==> src/rtl/usb_stream_rx_pkg.sv <==
// usb_stream_rx_pkg: shared FSM encoding and FX2 constants for the EP2 OUT stream receiver
package usb_stream_rx_pkg;
  localparam int DATA_W = 16;
  localparam logic [1:0] EP2_ADDR = 2'b00;
  typedef enum logic [1:0] {S_IDLE, S_ADDR, S_OE, S_READ} state_t;
endpackage

==> src/rtl/rx_buffer_fifo.sv <==
// rx_buffer_fifo: first-word-fall-through receive buffer with free-slot count
module rx_buffer_fifo
  import usb_stream_rx_pkg::*;
#(
  parameter int FIFO_DEPTH = 4
) (
  input  logic                          i_clk,
  input  logic                          i_rst,
  input  logic                          i_wr,
  input  logic [DATA_W-1:0]             i_wdata,
  input  logic                          i_rd,
  output logic                          o_empty,
  output logic [DATA_W-1:0]             o_data,
  output logic [$clog2(FIFO_DEPTH):0]   o_free
);
  localparam int AW = $clog2(FIFO_DEPTH);
  localparam logic [AW:0] L_DEPTH = (AW + 1)'(FIFO_DEPTH);
  logic [DATA_W-1:0] r_mem [FIFO_DEPTH];
  logic [AW-1:0] r_wp, r_rp;
  logic [AW:0] r_cnt;
  logic w_rd_ok, w_wr_ok;
  // a pop on the same edge frees the slot, so a full buffer may still take a write
  assign w_rd_ok = i_rd && (r_cnt != '0);
  assign w_wr_ok = i_wr && ((r_cnt != L_DEPTH) || w_rd_ok);
  assign o_empty = (r_cnt == '0);
  assign o_data  = o_empty ? '0 : r_mem[r_rp];
  assign o_free  = L_DEPTH - r_cnt;
  // storage array, no reset needed since the output is masked while empty
  always_ff @(posedge i_clk) begin
    if (w_wr_ok) r_mem[r_wp] <= i_wdata;
  end
  // pointers and occupancy
  always_ff @(posedge i_clk or posedge i_rst) begin
    if (i_rst) begin
      r_wp  <= '0;
      r_rp  <= '0;
      r_cnt <= '0;
    end else begin
      if (w_wr_ok) r_wp <= r_wp + AW'(1);
      if (w_rd_ok) r_rp <= r_rp + AW'(1);
      r_cnt <= r_cnt + (AW + 1)'(w_wr_ok) - (AW + 1)'(w_rd_ok);
    end
  end
endmodule

==> src/rtl/usb_stream_rx.sv <==
// usb_stream_rx: FX2 slave-FIFO EP2 OUT reader feeding an FWFT buffer with word counter
module usb_stream_rx
  import usb_stream_rx_pkg::*;
#(
  parameter int FIFO_DEPTH = 4,
  parameter int CNT_WIDTH  = 32
) (
  input  logic                 i_stream_clk,
  input  logic                 i_stream_rst,
  input  logic                 i_enable,
  input  logic                 i_stream_empty_n,
  input  logic [DATA_W-1:0]    i_stream_data_in,
  output logic [1:0]           o_stream_fifoaddr,
  output logic                 o_stream_sloe_n,
  output logic                 o_stream_slrd_n,
  output logic                 o_active,
  input  logic                 i_fifo_read,
  output logic                 o_fifo_empty,
  output logic [DATA_W-1:0]    o_fifo_data,
  output logic [CNT_WIDTH-1:0] o_word_cnt
);
  localparam int FW = $clog2(FIFO_DEPTH) + 1;
  state_t r_state;
  logic r_sloe_n, r_slrd_n, r_active;
  logic [CNT_WIDTH-1:0] r_word_cnt;
  logic [FW-1:0] w_free;
  logic w_go, w_accept;
  // two free slots cover the word already strobed plus the next one
  assign w_go     = i_enable && i_stream_empty_n && (w_free >= FW'(2));
  assign w_accept = !r_slrd_n && i_stream_empty_n;
  assign o_stream_fifoaddr = EP2_ADDR;
  assign o_stream_sloe_n   = r_sloe_n;
  assign o_stream_slrd_n   = r_slrd_n;
  assign o_active          = r_active;
  assign o_word_cnt        = r_word_cnt;
  rx_buffer_fifo #(.FIFO_DEPTH(FIFO_DEPTH)) u_buf (
    .i_clk   (i_stream_clk),
    .i_rst   (i_stream_rst),
    .i_wr    (w_accept),
    .i_wdata (i_stream_data_in),
    .i_rd    (i_fifo_read),
    .o_empty (o_fifo_empty),
    .o_data  (o_fifo_data),
    .o_free  (w_free)
  );
  // pin-ownership sequencer with registered strobes
  always_ff @(posedge i_stream_clk or posedge i_stream_rst) begin
    if (i_stream_rst) begin
      r_state  <= S_IDLE;
      r_sloe_n <= 1'b1;
      r_slrd_n <= 1'b1;
      r_active <= 1'b0;
    end else begin
      case (r_state)
        S_IDLE: if (w_go) begin
          r_state  <= S_ADDR;
          r_active <= 1'b1;
        end
        S_ADDR: begin
          r_state  <= S_OE;
          r_sloe_n <= 1'b0;
        end
        S_OE: begin
          r_state  <= S_READ;
          r_slrd_n <= !w_go;
        end
        S_READ: if (w_go) r_slrd_n <= 1'b0;
        else begin
          r_state  <= S_IDLE;
          r_slrd_n <= 1'b1;
          r_sloe_n <= 1'b1;
          r_active <= 1'b0;
        end
        default: r_state <= S_IDLE;
      endcase
    end
  end
  // accepted-word counter, wraps naturally
  always_ff @(posedge i_stream_clk or posedge i_stream_rst) begin
    if (i_stream_rst) r_word_cnt <= '0;
    else if (w_accept) r_word_cnt <= r_word_cnt + CNT_WIDTH'(1);
  end
endmodule

==> config.mk <==
export PLATFORM = sky130hd
export DESIGN_NAME = usb_stream_rx
export DESIGN_NICKNAME = d
export VERILOG_FILES = /design/src/rtl/usb_stream_rx_pkg.sv /design/src/rtl/rx_buffer_fifo.sv /design/src/rtl/usb_stream_rx.sv
export SDC_FILE = /design/constraint.sdc
export NUM_CORES = 1
export LEC_CHECK = 0
export ABC_AREA = 1
export BUFFER_PORTS_ARGS = -buffer_cell sky130_fd_sc_hd__buf_4
export CORE_ASPECT_RATIO = 0.5
export CORE_MARGIN = 5
export CORE_UTILIZATION = 44
export DETAILED_ROUTE_END_ITERATION = 10
export GPL_TIMING_DRIVEN = 0
export REMOVE_ABC_BUFFERS = 1
export SETUP_SLACK_MARGIN = 0.1
export SYNTH_ARGS = -nofsm -noshare
export SYNTH_HDL_FRONTEND = slang
export SYNTH_SLANG_ARGS = --single-unit
==> constraint.sdc <==
create_clock -name i_stream_clk -period 2.7 [get_ports i_stream_clk]
set_input_delay 0.405 -clock i_stream_clk [delete_from_list [all_inputs] [get_ports i_stream_clk]]
set_output_delay 0.405 -clock i_stream_clk [all_outputs]
set_load 0.01 [all_outputs]
==> impl_metrics.yaml <==
sta:
  maxSlewHeadroom_pct: 37.6
  worst_slew_pin_slew_ns: 0.935
  fin_crit_sh_pct: 90.5
  clock_skew_ns: 0.00784
  tns_ns: 0
  slew_viol_final: 0
  finalHoldViolations: 0
  final.min_clock_period_ns: 2.44
  fmax_mhz: 409
  finalWorstSetupSlack_ns: 0.257
  whs_ns: 0.0552
  grt_setup_unrepaired: "true"
  setup_viol: 0
layout:
  nets: 620
  area_delta_synth_final_pct: 20.6
  diodes: 0
  drive_gt1_share_pct: 22.2
pwr:
  clockPowerShare_pct: 23.0
  p_leak_nw: 2.69
  swShare_pct: 35.7
  peakVddDrop_v: 0.000336
  seqPwrFrac_pct: 42.7
  combPwrFrac_pct: 34.3
  powerDensity_nw_per_um2: 892
  p_int_mw: 3.50
  power_switching_mw: 1.94
detailed_routing:
  dr.pass1.iters: 4
  dr_total_vias: 3491
  routed-wl-met2_um: 4630
  antenna_left: 0
  highest_layer: "met4"
  drt_wl_total_um: 10300
  viasPerCell: 4.78
  wl_met3_um: 468
  drt-initial-drc-count: 140
  wl_met1_um: 5080
  avgRoutedWirePerCell_um: 14.1
  drcViolationCount: 0
clocking:
  cts_sinks: 108
  clk_pin_slew_ns: 0.07
  cts_tree: "built"
  cts_buffers: 9
  clk_latency_ns: 0.35
  clock_path_buffers: 2
  postCtsHoldBufs: 0
  cts_root_buffer: "clkbuf_16"
  h-tree-depth: 3
synthesis:
  yosysUniqueCellTypes: 30
  synthCells: 508
  syn_area_per_cell_um2: 9.95
  mappedNetlistArea_um2: 5060
  yosysWarnings: 0
  ys_ff_latch: 108
  yosysSeqAreaShare_pct: 59.8
floorplanning:
  chipWidth_um: 162
  design.core.area_um2: 11100
  start_util_pct: 45.5
  num_io_pins: 75
  die_y_um: 85.8
  rows: 27
  fp.dieArea_um2: 13900
placement:
  dpl.hpwl_um: 6990
  dp_slack_ns: -0.363
  gp_congestion: 0.787
  port_buffers: 72
setup_path:
  worstPathRequired_ns: 2.97
  critPathKind: "flip-flop to flip-flop"
  end_kind: "flip-flop"
  worstPathArrival_ns: 2.71
  rrSetupSlack_ns: 0.26
  path_cells: "inv_1 > ha_1 > ha_4 > nor2_4 > ha_1 > inv_1 > ha_1 > inv_1 > fa_1 > xnor2_1 > xor2_1"
  cp_num_cells: 11
  rr_worst_depth: 11
  critPathLaunchType: "flip-flop"
  cp_top_family: "adder cells"
  slowest_stage: "dfrtp_1"
  critPathMaxFanout: 19
  critPathMaxStageDelay_ns: 0.43
  cp_num_buf_inv: 3
global_routing:
  grt_usage_pct: 15.8
  grt_max_degree: 36
  grt-ovfl-total: 0
  antenna_found_initial: 0
  grt_pass1_vias: 3488
  grt_pass1_wl_um: 17300
run_status:
  status: "completed"
min_path:
  hold_path.class: "input port to asynchronous set/reset pin"
job:
  drv_cap: 0
[worst paths after layout]
| path | start | end |
|---|---|---|
| min in group i_stream_clk | i_stream_data_in[8] | u_buf.r_mem[2][8]$_DFFE_PP_ |
| max in group asynchronous | i_stream_rst | o_stream_slrd_n$_DFFE_PP1P_ |
| worst max-delay path | u_buf.r_cnt[1]$_DFF_PP0_ | u_buf.r_cnt[2]$_DFF_PP0_ |
| worst min register to register | o_stream_sloe_n$_DFFE_PP1P_ | o_stream_sloe_n$_DFFE_PP1P_ |
| worst min-delay path | i_stream_rst | u_buf.r_cnt[2]$_DFF_PP0_ |
| worst max register to register | u_buf.r_cnt[1]$_DFF_PP0_ | u_buf.r_cnt[2]$_DFF_PP0_ |
[registers in the layout, indices dropped and copies added, names as in the netlist]
name / flops
o_stream_slrd_n: 1
u_buf.r_cnt: 3
u_buf.r_rp: 2
u_buf.r_wp: 2
o_word_cnt: 32
u_buf.r_mem: 64
r_state: 2
o_active: 1
o_stream_sloe_n: 1
[power by group through the flow]
stage	registers [mW]	clock network, mW	logic, mW
final	2.32	1.25	1.87
after global routing	2.37	1.35	2.11
after CTS	2.32	1.29	1.91
after detailed placement	2.35	0	1.88
after global placement	2.35	0	1.80
after floorplan	2.30	0	1.08
[through the flow]
step | instances | power, mW | cell area, um2 | utilization [%]
5_1_grt | 731 | 5.82 | 6100 | 54.9
3_5_place_dp | 716 | 4.22 | 5790 | 52.1
2_1_floorplan | 495 | 3.38 | 4990 | -
6_report | 731 | 5.44 | 6100 | 54.9
4_1_cts | 731 | 5.52 | 6090 | 54.8
3_3_place_gp | 712 | 4.15 | 5710 | 51.4
[synth_stat cells, drive strengths merged]
library cell,number,share of area [%]
a21oi,16,1.6
and2,1,0.12
buf,10,1.1
clkbuf,4,0.30
conb,1,0.074
dfrtp,42,21
dfstp,2,1.0
edfxtp,64,38
fa,1,0.40
ha,16,4.0
inv,49,3.6
nand2,101,7.9
nand3,14,1.7
nand3b,11,1.6
nand4,3,0.37
nor2,112,9.8
nor3,1,0.099
o21ai,39,3.9
xnor2,7,1.2
xor2,14,2.4
[what timing repair did]
item / 4_1_cts / 5_1_grt
endpoints found under the setup margin: 34 / 19
buffers inserted: 0 / 0
resized for setup: 6 / 5
[per-layer routing]
layer	up-vias	track usage, %
li1	1798	-
met1	1616	21.0
met2	67	25.8
met3	10	4.42
met4	0	4.49
met5	-	0
[cell families after synthesis]
group	share of synthesized area, %
adder cells (fa/ha/maj)	4.36
AND/OR/NAND/NOR	21.7
buffers and inverters	5.00
other	0.0742
flip-flops	59.8
AO/OA/AOI/OAI	5.44
XOR/XNOR	3.64
[layout make-up]
cell class	instances	area, um2
fillers	992	5020
multi-input cells	338	1810
clock buffers	9	225
flip-flops and latches	108	3030
repair buffers	76	606
inverters	49	186
well taps	145	181
clock inverters	6	55.1
[layout by cell type (no fill, tap or decap), types with 9 or more instances in the layout]
cell,count
nor2_1,95
nand3b_1,11
buf_4,72
o21ai_0,36
edfxtp_1,64
xor2_1,14
nor2_2,10
ha_1,15
inv_1,42
clkbuf_16,9
dfrtp_1,40
nand3_1,11
nand2_1,94
a21oi_1,16
Power figures use the tool's default switching activity.
